## src/rtl/i2c_target_pkg.sv

```systemverilog
// i2c_target_pkg: shared FSM state encoding and default target address
package i2c_target_pkg;
    typedef enum logic [3:0] {
        IDLE, ADDR, ADDR_ACK, PTR, PTR_ACK, WDATA, WDATA_ACK, RDATA, RDATA_ACK
    } i2c_state_e;
    localparam logic [6:0] DEFAULT_TGT_ADDR = 7'h50;
endpackage

```

## src/rtl/i2c_bus_sync.sv

```systemverilog
// i2c_bus_sync: 2-flop SCL/SDA synchronizer with SCL edge and START/STOP detection
module i2c_bus_sync (
    input  logic PCLK,
    input  logic PRESETn,
    input  logic SCL,
    input  logic SDA,
    output logic sda_s,
    output logic scl_rise,
    output logic scl_fall,
    output logic start,
    output logic stop
);
    logic [1:0] scl_ff, sda_ff;
    logic scl_q, sda_q, scl_s;
    always_ff @(posedge PCLK or negedge PRESETn) begin
        if (!PRESETn) begin
            scl_ff <= 2'b11;
            sda_ff <= 2'b11;
            scl_q  <= 1'b1;
            sda_q  <= 1'b1;
        end else begin
            scl_ff <= {scl_ff[0], SCL};
            sda_ff <= {sda_ff[0], SDA};
            scl_q  <= scl_ff[1];
            sda_q  <= sda_ff[1];
        end
    end
    assign scl_s    = scl_ff[1];
    assign sda_s    = sda_ff[1];
    assign scl_rise = scl_s & ~scl_q;
    assign scl_fall = ~scl_s & scl_q;
    // SCL must be high on both samples so an SCL edge never looks like START/STOP
    assign start    = scl_s & scl_q & sda_q & ~sda_s;
    assign stop     = scl_s & scl_q & ~sda_q & sda_s;
endmodule

```

## src/rtl/i2c_target_regs.sv

```systemverilog
// i2c_target_regs: I2C target exposing NREG byte registers behind an auto-incrementing pointer
module i2c_target_regs
    import i2c_target_pkg::*;
#(
    parameter logic [6:0] TGT_ADDR = DEFAULT_TGT_ADDR,
    parameter int         NREG     = 16
) (
    input  logic                    PCLK,
    input  logic                    PRESETn,
    input  logic                    SCL,
    input  logic                    SDA,
    output logic                    SDA_ENABLE,
    output logic                    BUSY,
    output logic                    WR_VALID,
    output logic [$clog2(NREG)-1:0] WR_PTR,
    output logic [7:0]              WR_DATA
);
    localparam int PW = $clog2(NREG);
    i2c_state_e st, st_n;
    logic [3:0] cnt, cnt_n;
    logic [7:0] sr, sr_n, rx_byte, rd_byte, wr_data_n;
    logic [PW-1:0] ptr, ptr_n, wr_ptr_n;
    logic rw, rw_n, sda_en_n, busy_n, wr_valid_n;
    logic sda_s, scl_rise, scl_fall, start, stop;
    logic [7:0] regs [NREG];

    i2c_bus_sync u_sync (
        .PCLK     (PCLK),
        .PRESETn  (PRESETn),
        .SCL      (SCL),
        .SDA      (SDA),
        .sda_s    (sda_s),
        .scl_rise (scl_rise),
        .scl_fall (scl_fall),
        .start    (start),
        .stop     (stop)
    );

    assign rx_byte = {sr[6:0], sda_s};
    assign rd_byte = regs[ptr];

    always_ff @(posedge PCLK or negedge PRESETn) begin
        if (!PRESETn) begin
            st         <= IDLE;
            cnt        <= '0;
            sr         <= '0;
            ptr        <= '0;
            rw         <= 1'b0;
            SDA_ENABLE <= 1'b0;
            BUSY       <= 1'b0;
            WR_VALID   <= 1'b0;
            WR_PTR     <= '0;
            WR_DATA    <= '0;
            for (int i = 0; i < NREG; i++) regs[i] <= '0;
        end else begin
            st         <= st_n;
            cnt        <= cnt_n;
            sr         <= sr_n;
            ptr        <= ptr_n;
            rw         <= rw_n;
            SDA_ENABLE <= sda_en_n;
            BUSY       <= busy_n;
            WR_VALID   <= wr_valid_n;
            WR_PTR     <= wr_ptr_n;
            WR_DATA    <= wr_data_n;
            if (wr_valid_n) regs[ptr] <= rx_byte;
        end
    end

    // cnt counts bits shifted in receive states and bits driven in RDATA (0 = next byte not loaded yet)
    always_comb begin
        st_n       = st;
        cnt_n      = cnt;
        sr_n       = sr;
        ptr_n      = ptr;
        rw_n       = rw;
        sda_en_n   = SDA_ENABLE;
        busy_n     = BUSY;
        wr_valid_n = 1'b0;
        wr_ptr_n   = WR_PTR;
        wr_data_n  = WR_DATA;
        if (stop) begin
            st_n     = IDLE;
            cnt_n    = '0;
            sda_en_n = 1'b0;
            busy_n   = 1'b0;
        end else if (start) begin
            st_n     = ADDR;
            cnt_n    = '0;
            sda_en_n = 1'b0;
        end else begin
            case (st)
                ADDR, PTR, WDATA: begin
                    if (scl_rise && cnt != 4'd8) begin
                        sr_n  = rx_byte;
                        cnt_n = cnt + 4'd1;
                        if (cnt == 4'd7) begin
                            if (st == ADDR) begin
                                if (rx_byte[7:1] == TGT_ADDR) begin
                                    rw_n   = rx_byte[0];
                                    busy_n = 1'b1;
                                end else begin
                                    st_n = IDLE;
                                end
                            end else if (st == PTR) begin
                                ptr_n = rx_byte[PW-1:0];
                            end else begin
                                wr_valid_n = 1'b1;
                                wr_ptr_n   = ptr;
                                wr_data_n  = rx_byte;
                                ptr_n      = ptr + PW'(1);
                            end
                        end
                    end else if (scl_fall && cnt == 4'd8) begin
                        st_n     = st == ADDR ? ADDR_ACK : st == PTR ? PTR_ACK : WDATA_ACK;
                        sda_en_n = 1'b1;
                    end
                end
                ADDR_ACK: begin
                    if (scl_fall) begin
                        st_n     = rw ? RDATA : PTR;
                        sda_en_n = rw & ~rd_byte[7];
                        sr_n     = {rd_byte[6:0], 1'b0};
                        cnt_n    = {3'b000, rw};
                    end
                end
                PTR_ACK, WDATA_ACK: begin
                    if (scl_fall) begin
                        st_n     = WDATA;
                        sda_en_n = 1'b0;
                        cnt_n    = '0;
                    end
                end
                RDATA: begin
                    if (scl_fall) begin
                        if (cnt == 4'd8) begin
                            st_n     = RDATA_ACK;
                            sda_en_n = 1'b0;
                        end else begin
                            sda_en_n = ~(cnt == 4'd0 ? rd_byte[7] : sr[7]);
                            sr_n     = cnt == 4'd0 ? {rd_byte[6:0], 1'b0} : {sr[6:0], 1'b0};
                            cnt_n    = cnt + 4'd1;
                        end
                    end
                end
                RDATA_ACK: begin
                    if (scl_rise) begin
                        st_n  = sda_s ? IDLE : RDATA;
                        cnt_n = '0;
                        ptr_n = sda_s ? ptr : ptr + PW'(1);
                    end
                end
                default: ;
            endcase
        end
    end
endmodule

```

## config.mk

```make
export PLATFORM = sky130hd
export DESIGN_NAME = i2c_target_regs
export DESIGN_NICKNAME = d
export VERILOG_FILES = /design/src/rtl/i2c_target_pkg.sv /design/src/rtl/i2c_bus_sync.sv /design/src/rtl/i2c_target_regs.sv
export SDC_FILE = /design/constraint.sdc
export NUM_CORES = 1
export LEC_CHECK = 0
export CELL_PAD_IN_SITES_DETAIL_PLACEMENT = 0
export CELL_PAD_IN_SITES_GLOBAL_PLACEMENT = 2
export CORE_MARGIN = 10
export CORE_UTILIZATION = 40
export CTS_BUF_LIST = sky130_fd_sc_hd__clkbuf_8
export DETAILED_ROUTE_END_ITERATION = 12
export PLACE_DENSITY_LB_ADDON = 0.1
export REMOVE_ABC_BUFFERS = 1
export SLEW_MARGIN = 20
export SYNTH_ARGS = -nofsm -noshare
export SYNTH_HDL_FRONTEND = slang
export SYNTH_SLANG_ARGS = --single-unit
```

## constraint.sdc

```tcl
create_clock -name PCLK -period 3.68 [get_ports PCLK]
set_clock_uncertainty 0.1 [all_clocks]
set_input_delay 0.736 -clock PCLK [delete_from_list [all_inputs] [get_ports PCLK]]
set_output_delay 0.736 -clock PCLK [all_outputs]
set_load 0.03 [all_outputs]
```

After elaboration in Yosys (flattened, before gate mapping)
Index checks and enable logic that the tools add are counted.
{"block": "word_totals", "reg_bits": 170, "in_bits": 4, "wordCells": 179}
{"block": "classes", "addsub": 2, "order_cmp": 2, "eq_ne": 34, "muxes": 69, "bitwise": 19, "n_reduce_logical": 23}
{"op": "bitwise mux 128 bit", "count": 1}
{"op": "2-to-1 mux 4 bit", "count": 26}
{"op": "2-to-1 mux 8 bit", "count": 8}
{"op": "inequality test 4 bit, second input constant", "count": 10}
{"op": "case mux 4 bit (5 select lines)", "count": 2}
{"op": "binary-select mux 8 bit (select 4 bit)", "count": 1}
{"op": "demux 8 bit (select 4 bit)", "count": 1}
{"op": "AND reduction 7 bit", "count": 4}
{"op": "case mux 8 bit (3 select lines)", "count": 1}
{"op": "2-to-1 mux 1 bit", "count": 23}
{"op": "== test 4 x 3 -> 1 bit, second input constant", "count": 5}
{"op": "inequality test 5 bit, second input constant", "count": 4}
{"op": "inequality test 2 bit, second input constant", "count": 8}
{"op": "AND reduction 6 bit", "count": 2}
{"op": "nonzero test 2 bit", "count": 6}
{"op": "NOT 1 bit", "count": 10}
{"op": "AND reduction 10 bit", "count": 1}
{"op": "2-to-1 mux 3 bit", "count": 3}
{"op": "adder 4 x 1 -> 4 bit, second input constant", "count": 2}
{"op": "bitwise AND 1 bit", "count": 8}
{"op": "== test 4 x 2 -> 1 bit, second input constant", "count": 2}
{"op": "== test 4 bit, second input constant", "count": 2}
{"op": "case mux 4 bit (2 select lines)", "count": 1}
{"op": "AND reduction 8 bit", "count": 1}
{"op": "other kinds (15)", "count": 17}

Depth between registers and ports, before layout
Gate-level depths: netlist of run 1.
{"block": "logic_depth", "depth_word": 11, "ltp_mapped": 8, "mapped_depth_nobuf": 7}

Cells and area by module
A second synthesis of run 1 with hierarchy kept.
{"block": "unflattened", "hier_cells": 630, "hier_area_um2": 8217.9}
{"module": "i2c_target_regs", "instances": 1, "cells_per_inst": 620, "area_each_um2": 8027.7, "seq_area_each_um2": 4103.9}
{"module": "i2c_bus_sync", "instances": 1, "cells_per_inst": 10, "area_each_um2": 190.2, "seq_area_each_um2": 157.7}

Worst setup path after synthesis of run 1
No wires, ideal clock.
{"block": "synth_path", "path_type": "flip-flop to flip-flop", "start": "register ptr[1]", "end": "register regs[120] in the netlist's numbering", "setup_ns": 0.125, "arrival_ns": 1.842, "required_time_ns": 3.455, "setup_slack_ns": 1.614, "stages_incl_launch_ff": 7, "path_buffers": 2, "period_less_slack_ns": 2.066, "path_cell_list": "dfrtp_1 buf_2 buf_1 inv_1 ha_1 nand2_1 mux2_2"}
{"block": "synth_via", "elab_chain_len": 6, "elab_cells_between_ends": 7, "classes_between": "order compare: 2; mux: 3; bitwise: 1; reduce/logical: 1"}
{"item": "start: declaration", "line": "i2c_target_regs.sv:22", "text": "logic [PW-1:0] ptr, ptr_n, wr_ptr_n;"}
{"item": "start signal: assignment", "line": "i2c_target_regs.sv:59", "text": "ptr <= ptr_n;"}
{"item": "NOT 4 -> 5 bit (not written as such) (*)", "line": "i2c_target_regs.sv:66", "text": "if (wr_valid_n) regs[ptr] <= rx_byte;"}
{"item": "greater-or-equal comparator 5 bit (not written as such) / < comparator 5 x 1 -> 1 bit (equally long branches)", "line": "i2c_target_regs.sv:66"}
{"item": "logical AND 1 bit (not written as such)", "line": "i2c_target_regs.sv:66"}
{"item": "2-to-1 mux 8 bit (not written as such)", "line": "i2c_target_regs.sv:66"}
{"item": "demux 8 bit (select 4 bit) (*)", "line": "i2c_target_regs.sv:66"}
{"item": "bitwise mux 128 bit (*)", "line": "i2c_target_regs.sv:66"}
{"item": "end signal: indexed assignment", "line": "i2c_target_regs.sv:66"}
{"item": "end: declaration", "line": "i2c_target_regs.sv:25", "text": "logic [7:0] regs [NREG];"}
Mark *: on every way between the ends. The rest lies on a longest branch, timed or not.
A chain may end at the register's enable or synchronous reset.

Worst setup path in the final report of run 1
{"block": "layout_path", "start": "register st[0]", "end": "register regs[34] in the netlist's numbering"}
{"block": "layout_via", "elab_chain_len": 8, "elab_cells_between_ends": 11, "classes_between": "eq/ne: 3; mux: 7; reduce/logical: 1"}
{"item": "start: declaration", "line": "i2c_target_regs.sv:19", "text": "i2c_state_e st, st_n;"}
{"item": "start signal: assignment", "line": "i2c_target_regs.sv:56", "text": "st <= st_n;"}
{"item": "== test 4 x 2 -> 1 bit", "line": "i2c_target_regs.sv:92, i2c_target_regs.sv:105"}
{"item": "2-to-1 mux 1 bit", "line": "i2c_target_regs.sv:105", "text": "end else if (st == PTR) begin"}
{"item": "2-to-1 mux 1 bit", "line": "i2c_target_regs.sv:98", "text": "if (st == ADDR) begin"}
{"item": "2-to-1 mux 1 bit", "line": "i2c_target_regs.sv:97", "text": "if (cnt == 4'd7) begin"}
{"item": "2-to-1 mux 1 bit", "line": "i2c_target_regs.sv:94", "text": "if (scl_rise && cnt != 4'd8) begin"}
{"item": "2-to-1 mux 1 bit (*)", "line": "i2c_target_regs.sv:92", "text": "case (st)"}
{"item": "2-to-1 mux 1 bit (*)", "line": "i2c_target_regs.sv:87", "text": "end else if (start) begin"}
{"item": "2-to-1 mux 1 bit (*)", "line": "i2c_target_regs.sv:82", "text": "if (stop) begin"}
Marks and branches as above.

==> results of run 1 <==
-- synth_stat cells (2+ instances only) --
cell type / count
or3_1: 2
mux4_2: 32
buf_4: 3
o21ai_0: 17
or2_2: 3
o21a_1: 3
dfrtp_1: 164
nor2b_1: 4
nand3_1: 33
nor4_1: 2
mux2_2: 134
and2_1: 5
a31oi_1: 10
buf_2: 17
mux2i_1: 4
inv_1: 9
mux2_1: 3
dfstp_2: 6
nor2_1: 16
nand3b_1: 4
nand2_2: 8
o211ai_1: 7
and2b_1: 3
buf_1: 2
xnor2_1: 2
nor3_1: 5
nand2b_1: 5
a21oi_1: 9
o31ai_1: 3
o22ai_1: 2
nand2_1: 62
nor3b_1: 2
and3_1: 3
clkbuf_1: 27
and2_0: 2
ha_1: 6
-- area by class of cell --
class,instances,area (um^2),area share (%)
flip-flops and latches,170,4260,46.9
multi-input cells,417,3740,41.1
well taps,270,338,3.71
repair buffers,33,319,3.51
clock buffers,18,248,2.72
clock inverters,14,158,1.73
inverters,9,33.8,0.371
-- routing by layer --
metal	vias to the layer above	share of wire (%)	wire [um]
li1	2342	-	-
met1	2769	47	9820
met2	72	48	9970
met3	24	3.2	658
met4	0	1.8	367
met5	-	0	0
-- worst max path at each step --
stage / depth (start not counted) / to / startpoint
after floorplan: 4 / regs[104]$_DFFE_PN0P_ / ptr[0]$_DFFE_PN0P_
final: 5 / regs[34]$_DFFE_PN0P_ / st[0]$_DFFE_PN0P_
after global routing: 5 / regs[42]$_DFFE_PN0P_ / st[0]$_DFFE_PN0P_
after global placement: 5 / regs[34]$_DFFE_PN0P_ / st[0]$_DFFE_PN0P_
after CTS: 5 / regs[32]$_DFFE_PN0P_ / st[0]$_DFFE_PN0P_
after detailed placement: 5 / regs[32]$_DFFE_PN0P_ / st[0]$_DFFE_PN0P_
-- metrics by stage --
step | cells | hold slack (ns) | worst slack [ns]
final | 931 | 0.177 | 0.983
after global routing | 931 | 0.210 | 0.837
after CTS | 931 | 0.194 | 1.01
after detailed placement | 899 | 0.251 | 1.03
after global placement | 899 | 0.250 | 1.04
after floorplan | 596 | 0.245 | 0.880
-- cells by family after synthesis --
family	count (synthesis)	synth area share (%)
xor gates and xnor gates	2	0.212
buffers and inverters	60	3.22
adders and majority gates	6	0.908
and+or+nand+nor	171	10.8
DFF	170	51.6
AOI/OAI and AO/OA	65	5.46
muxes	173	27.9
-- cells in the final DEF, fill, tap and decap left out, types with 10 or more instances in the layout --
| cell type | synthesis | layout |
|---|---|---|
| clkbuf_8 | 0 | 18 |
| dfrtp_1 | 164 | 163 |
| nand3_1 | 33 | 33 |
| mux4_2 | 32 | 32 |
| nor2_1 | 16 | 16 |
| mux2_2 | 134 | 134 |
| o21ai_0 | 17 | 17 |
| clkdlybuf4s50_1 | 0 | 17 |
| buf_4 | 3 | 13 |
| nand2_1 | 62 | 62 |
| a31oi_1 | 10 | 10 |
-- power by group through the flow --
stage | clock, mW | combinational, mW | sequential, mW
floorplan | 0 | 0.910 | 2.41
global placement | 0 | 1.65 | 2.40
detailed placement | 0 | 1.66 | 2.41
CTS | 1.43 | 1.67 | 2.37
global route | 1.51 | 1.81 | 2.41
finish | 1.38 | 1.65 | 2.37
-- state kept, by name, summed over array words and instances (netlist names) --
signal         count
WR_DATA            8
SDA_ENABLE         1
cnt                4
u_sync.scl_q       1
sr                 8
ptr                4
u_sync.sda_ff      2
WR_VALID           1
BUSY               1
regs             128
u_sync.sda_q       1
u_sync.scl_ff      2
st                 4
rw                 1
WR_PTR             4
-- worst max-delay path: cells and delay by family, from the launching register on --
| kind | cells | cell delay, ns |
|---|---|---|
| DFF | 1 | 0.69 |
| muxes | 1 | 0.39 |
| and+or+nand+nor | 4 | 1.38 |
==> results.toml, run 1 <==
[status]
status = "finished, final reports clean"

[synth]
synth-edff-count = 0
ys_types = 64
syn_inst = 647
yosysWarnings = 0
yosysTopAreaCell = "dfrtp_1"
synthesis.area_per_instance_um2 = 12.8
synth_area_leaders = "dfrtp_1, mux2_2, mux4_2"
synth_top_flop_cell = "dfrtp_1"
ys_ff_latch = 170
ys_async_sr_fraction_pct = 100
netlist_area_mm2 = 0.00827
synth_top_area_share_pct = 49.7
ys_seq_area_share_pct = 51.6

[global_route]
met1_usage_pct = 22.3
met3_usage_pct = 2.93
grt_pass1_vias = 5463
grt-ovfl-total = 0
grt_use_met2_pct = 25.4
grt_pass1_wl_mm = 33.1
grt_max_degree = 75
antenna_found_initial = 0
grt-busiest-layer = "met2"
grt_usage_pct = 16.2

[placed_design]
routabilityCongestion = 0.868
place_hpwl_mm = 13.9
port_buffers = 18
placed_cell_area_mm2 = 0.00869

[clock_network]
cts_max_path_buffers = 2
post_cts_buffers = 0
clk_latency_ns = 0.46
cts_root_buffer = "clkbuf_8"
cts_sinks = 170
post_cts_resized = 0
ctsHoldBuffers = 0
tritoncts = "built"
cts_htree_levels = 4
cts_buffers = 17
path_clk_slew_ns = 0.10

[flow_run]
cap_violations = 0

[cells_and_area]
fin_nets = 658
layout-drive-gt1-share_pct = 36.5
area_delta_synth_final_pct = 10.1
num_antenna_cells = 0
design_area_mm2 = 0.00910
utilization_pct = 44.8
fillers = 1883

[setup_path]
cp_max_fo = 20
worstPathRequired_ns = 3.92
arrival_ns = 2.94
r2r_end = "regs[34]$_DFFE_PN0P_"
slowest_stage = "dfrtp_1"
slowest_delay_ns = 0.69
critPathLaunchType = "flop"
r2r-start = "st[0]$_DFFE_PN0P_"
worstPathCellList = "and2b_2, nand4_2, nor3_1, and2_1, mux2_2"
endpoint_kind = "flop"
crit_type = "flop to flop"
rrSetupSlack_ns = 0.98
rr_worst_depth = 5

[power_and_ir_drop]
p_switching_mw = 2.15
intPower_mw = 3.25
power.share.clock_pct = 25.5
switching_share_pct = 39.8
p_leak_nw = 4.23
cellPowerDensity_mw_per_mm2 = 593
vdd_drop_max_mv = 0.209
finalPower_mw = 5.40
seqPwrFrac_pct = 43.8
combPwrFrac_pct = 30.6

[floorplan]
fp.dieW_um = 164
io_pins = 19
dieArea_mm2 = 0.0268
num_rows = 52
die_height_um = 164
start_util_pct = 40.7
core_mm2 = 0.0203

[hold_path]
hp-class = "input pin to asynchronous set/reset pin"

[timing]
relSlewSlack_pct = 37.0
tns_ns = 0
period_share_pct = 73.3
rsz0062_at_grt = "false"
fmax_mhz = 371
period_needed_ns = 2.70
setup_viol = 0
drv_slew = 0
hold_viol = 0
tightest_slew_ns = 0.946

[routing]
drc = 0
drt_iter0_drc = 269
drt_pre_antenna_iters = 4
wl_mm = 20.8
route.vias.total = 5207
vias_per_cell = 5.59
post_drt_wl_per_cell_um = 22.4
ant_nets = 0
No activity file was read; power rests on OpenSTA's default activity.
==> inputs of run 2 (changes only) <==
==> constraint.sdc (replaced) <==
create_clock -name PCLK -period 2.8 [get_ports PCLK]
set_clock_uncertainty 0.1 [all_clocks]
set_input_delay 0.56 -clock PCLK [delete_from_list [all_inputs] [get_ports PCLK]]
set_output_delay 0.56 -clock PCLK [all_outputs]
set_load 0.03 [all_outputs]
==> results.toml, run 2 (synthesis results as in run 1) <==
[timing]
fmax_mhz = 396
setup_viol = 0
tns_ns = 0
rsz0062_at_grt = "false"
drv_slew = 0
tightest_slew_ns = 0.616
period_needed_ns = 2.53
period_share_pct = 90.3
worst_slack_ns = 0.272
hold_viol = 0
relSlewSlack_pct = 58.7

[setup_path]
critPathLaunchType = "flop"
path_buf_inv = 0
arrival_ns = 2.76
crit_type = "flop to flop"
worstPathCellList = "and4bb_1, nand4_2, nor3_1, and2_1, mux2_2"
cp_max_fo = 8
endpoint_kind = "flop"
critPathTopFamily = "simple AND/OR/NAND/NOR gates"
worstPathRequired_ns = 3.04
slowest_delay_ns = 0.60
slowest_stage = "dfstp_2"

[clock_network]
post_cts_resized = 0
clk_latency_ns = 0.46
post_cts_buffers = 0
cts_root_buffer = "clkbuf_8"
cts_sinks = 170
cts_htree_levels = 4
cts_max_path_buffers = 2
path_clk_slew_ns = 0.10
tritoncts = "built"
cts_buffers = 17

[global_route]
grt_pass1_vias = 5639
grt_max_degree = 74
grt_pass1_wl_mm = 33.4
grt_usage_pct = 16.3
grt-ovfl-total = 0
antenna_found_initial = 0

[floorplan]
dieArea_mm2 = 0.0268
start_util_pct = 40.7
die_height_um = 164
num_rows = 52
io_pins = 19
core_mm2 = 0.0203
fp.dieW_um = 164

[hold_path]
hp-class = "flop to flop"

[cells_and_area]
largestRegisters = "regs (128), WR_DATA (8), sr (8)"
layout-drive-gt1-share_pct = 37.4
seqCellArea_mm2 = 0.00426
largest-register = "regs"
largest_reg_flops = 128
layout_common_cells = "dfrtp_1, mux2_2, nand2_1, nand3_1, mux4_2"
multiInputGateArea_mm2 = 0.00374
fillers = 1882
area_delta_synth_final_pct = 11.1
final_common_cell = "dfrtp_1"
num_antenna_cells = 0
layout.cells.non_filler = 944
fin_nets = 671

[routing]
drc = 0
wl_mm = 20.8
drt_pre_antenna_iters = 4
post_drt_wl_per_cell_um = 22.0
vias_per_cell = 5.56
ant_nets = 0
route.vias.total = 5250
drt_iter0_drc = 310

[power_and_ir_drop]
vdd_drop_max_mv = 0.350
cellPowerDensity_mw_per_mm2 = 779
p_leak_nw = 4.29

[placed_design]
placed_cells = 911
pre_cts_ws_ns = 0.325
port_buffers = 18
place_hpwl_mm = 14.1
routabilityCongestion = 0.828

[status]
status = "finished, final reports clean"

[flow_run]
cap_violations = 0
run 2: path summary, 6_finish.rpt:
check	from	endpoint	slack (ns)	cells after the start
hold / removal	u_sync.sda_ff[0]$_DFF_PN1_	u_sync.sda_ff[1]$_DFF_PN1_	0.26	0
setup / recovery	u_sync.scl_ff[1]$_DFF_PN1_	regs[45]$_DFFE_PN0P_	0.27	5
hold reg to reg	u_sync.sda_ff[0]$_DFF_PN1_	u_sync.sda_ff[1]$_DFF_PN1_	0.26	0
max in group asynchronous	PRESETn	regs[81]$_DFFE_PN0P_	1.19	3
setup reg to reg	u_sync.scl_ff[1]$_DFF_PN1_	regs[45]$_DFFE_PN0P_	0.27	5
min in group asynchronous	PRESETn	regs[123]$_DFFE_PN0P_	0.45	2
run 2: power breakdown:
part	switching [mW]	internal [mW]
clock network	1.02	0.739
registers	0.150	2.62
logic	1.71	0.916
run 2: final cells by class:
type                    count  area share, %
repair buffers             46           4.57
flip-flops and latches    170           46.4
clock buffers              17           2.55
multi-input cells         417           40.7
well taps                 270           3.68
clock inverters            15           1.68
inverters                   9          0.368
run 2: metal layers:
metal | part of all wire (%) | routed length [um] | vias up | GRT usage [%]
met5 | 0 | 0 | - | 0
li1 | - | - | 2380 | -
met3 | 3.7 | 769 | 20 | 2.98
met1 | 47 | 9710 | 2771 | 22.2
met2 | 48 | 9980 | 79 | 26.1
met4 | 1.7 | 352 | 0 | 5.00
run 2: metrics by stage:
step                      total power, mW  util [%]  cell area [um^2]  hold slack, ns
after global routing                 7.59      45.2              9180           0.268
after floorplan                      4.37         -              8030           0.164
final                                7.15      45.2              9180           0.263
after global placement               5.43      43.3              8780           0.251
after detailed placement             5.46      43.3              8780           0.251
after CTS                            7.23      45.2              9180           0.266
run 2: worst register-to-register path, cell delays in order (launching register included):
cell,delay [ns]
dfstp_2,0.60
and4bb_1,0.27
nand4_2,0.19
nor3_1,0.44
and2_1,0.42
mux2_2,0.39
run 2: repair_timing:
| action | in CTS | in global routing |
|---|---|---|
| setup endpoints to repair | 0 | 0 |
| endpoints found under the hold margin | 35 | 0 |
| hold buffers | 1 | 0 |
==> inputs of run 3 (changes only) <==
--- a/config.mk
+++ b/config.mk
@@ -8,7 +8,7 @@
 export CELL_PAD_IN_SITES_DETAIL_PLACEMENT = 0
 export CELL_PAD_IN_SITES_GLOBAL_PLACEMENT = 2
 export CORE_MARGIN = 10
-export CORE_UTILIZATION = 40
+export CORE_UTILIZATION = 46
 export CTS_BUF_LIST = sky130_fd_sc_hd__clkbuf_8
 export DETAILED_ROUTE_END_ITERATION = 12
 export PLACE_DENSITY_LB_ADDON = 0.1
==> results.toml, run 3 (synthesis results as in run 1) <==
[status]
status = "finished, final reports clean"

[placed_design]
place_hpwl_mm = 13.6
placed_cells = 867
placed_cell_area_mm2 = 0.00873
port_buffers = 18
pre_cts_ws_ns = 0.303
routabilityCongestion = 0.871

[cells_and_area]
area_delta_synth_final_pct = 11.2
final_common_cell = "dfrtp_1"
fin_nets = 672
num_antenna_cells = 0
largest-register = "regs"
layout.cells.non_filler = 900
layout_common_cells = "dfrtp_1, mux2_2, nand2_1, nand3_1, mux4_2"
largestRegisters = "regs (128), WR_DATA (8), sr (8)"
design_area_mm2 = 0.00919
utilization_pct = 52.6
layout-drive-gt1-share_pct = 37.6
largest_reg_flops = 128

[timing]
worst_slack_ns = 0.270
relSlewSlack_pct = 60.5
period_needed_ns = 2.53
drv_slew = 0
period_share_pct = 90.3
rsz0062_at_grt = "false"
hold_viol = 0
tns_ns = 0
tightest_slew_ns = 0.591
setup_viol = 0
fmax_mhz = 395

[clock_network]
clk_latency_ns = 0.46
cts_htree_levels = 4
ctsHoldBuffers = 1
cts_root_buffer = "clkbuf_8"
cts_sinks = 170
path_clk_slew_ns = 0.09
post_cts_resized = 0
cts_max_path_buffers = 2
tritoncts = "built"
cts_buffers = 17
post_cts_buffers = 0

[routing]
post_drt_wl_per_cell_um = 22.4
drc = 0
vias_per_cell = 5.80
wl_mm = 20.1
route.vias.total = 5216
ant_nets = 0
drt_pre_antenna_iters = 5
drt_iter0_drc = 293

[floorplan]
num_rows = 48
start_util_pct = 47.3
io_pins = 19
core_mm2 = 0.0175
dieArea_mm2 = 0.0237
fp.dieW_um = 154
die_height_um = 154

[global_route]
antenna_found_initial = 0
grt_pass1_wl_mm = 32.3
grt_max_degree = 58
grt_pass1_vias = 5338
grt_usage_pct = 17.3
grt-ovfl-total = 0

[power_and_ir_drop]
p_leak_nw = 4.32
cellPowerDensity_mw_per_mm2 = 801
vdd_drop_max_mv = 0.501

[setup_path]
rrSetupSlack_ns = 0.27
slowest_stage = "dfstp_2"
slowest_delay_ns = 0.60
cp_max_fo = 8
worstPathRequired_ns = 3.05
crit_type = "flop to flop"
critPathLaunchType = "flop"
endpoint_kind = "flop"
arrival_ns = 2.78
worstPathCellList = "and4bb_1, nand4_2, nor3_1, and2_1, mux2_2"

[hold_path]
hp-class = "flop to flop"

[flow_run]
cap_violations = 0
## run 3: final cells by class
| cell class | count | area, um^2 |
|---|---|---|
| well taps | 225 | 282 |
| multi-input cells | 417 | 3740 |
| inverters | 9 | 33.8 |
| fillers | 1487 | 8280 |
| clock buffers | 18 | 248 |
| clock inverters | 14 | 203 |
| repair buffers | 47 | 427 |
| flip-flops and latches | 170 | 4260 |
## run 3: metrics by stage
stage | hold slack [ns] | total power [mW]
3_3_place_gp | 0.258 | 5.39
5_1_grt | 0.267 | 7.74
2_1_floorplan | 0.164 | 4.37
4_1_cts | 0.264 | 7.41
6_report | 0.261 | 7.36
3_5_place_dp | 0.251 | 5.42
## run 3: path summary, 6_finish.rpt
check | from | end | cells after the start
max | u_sync.scl_ff[1]$_DFF_PN1_ | regs[35]$_DFFE_PN0P_ | 5
min | u_sync.scl_ff[0]$_DFF_PN1_ | u_sync.scl_ff[1]$_DFF_PN1_ | 0
max reg2reg | u_sync.scl_ff[1]$_DFF_PN1_ | regs[35]$_DFFE_PN0P_ | 5
min reg2reg | u_sync.scl_ff[0]$_DFF_PN1_ | u_sync.scl_ff[1]$_DFF_PN1_ | 0
max in group asynchronous | PRESETn | u_sync.scl_ff[1]$_DFF_PN1_ | 3
min in group asynchronous | PRESETn | WR_VALID$_DFF_PN0_ | 2
## run 3: critical path: cells and delay by family, from the launching register on
family	cells	cell delay (ns)
flops	1	0.60
mux	1	0.39
simple gates	4	1.35
## run 3: report_power, final
part           internal (mW)  switching, mW  total, mW
logic                  0.910           1.68       2.59
clock network           1.02          0.965       1.98
registers               2.62          0.168       2.79
## run 3: per-layer routing
layer | wire length [um] | global-route usage [%] | up-vias
li1 | - | - | 2388
met1 | 9910 | 24.9 | 2732
met2 | 9250 | 25.8 | 79
met3 | 727 | 4.21 | 17
met4 | 252 | 3.91 | 0
met5 | 0 | 0 | -
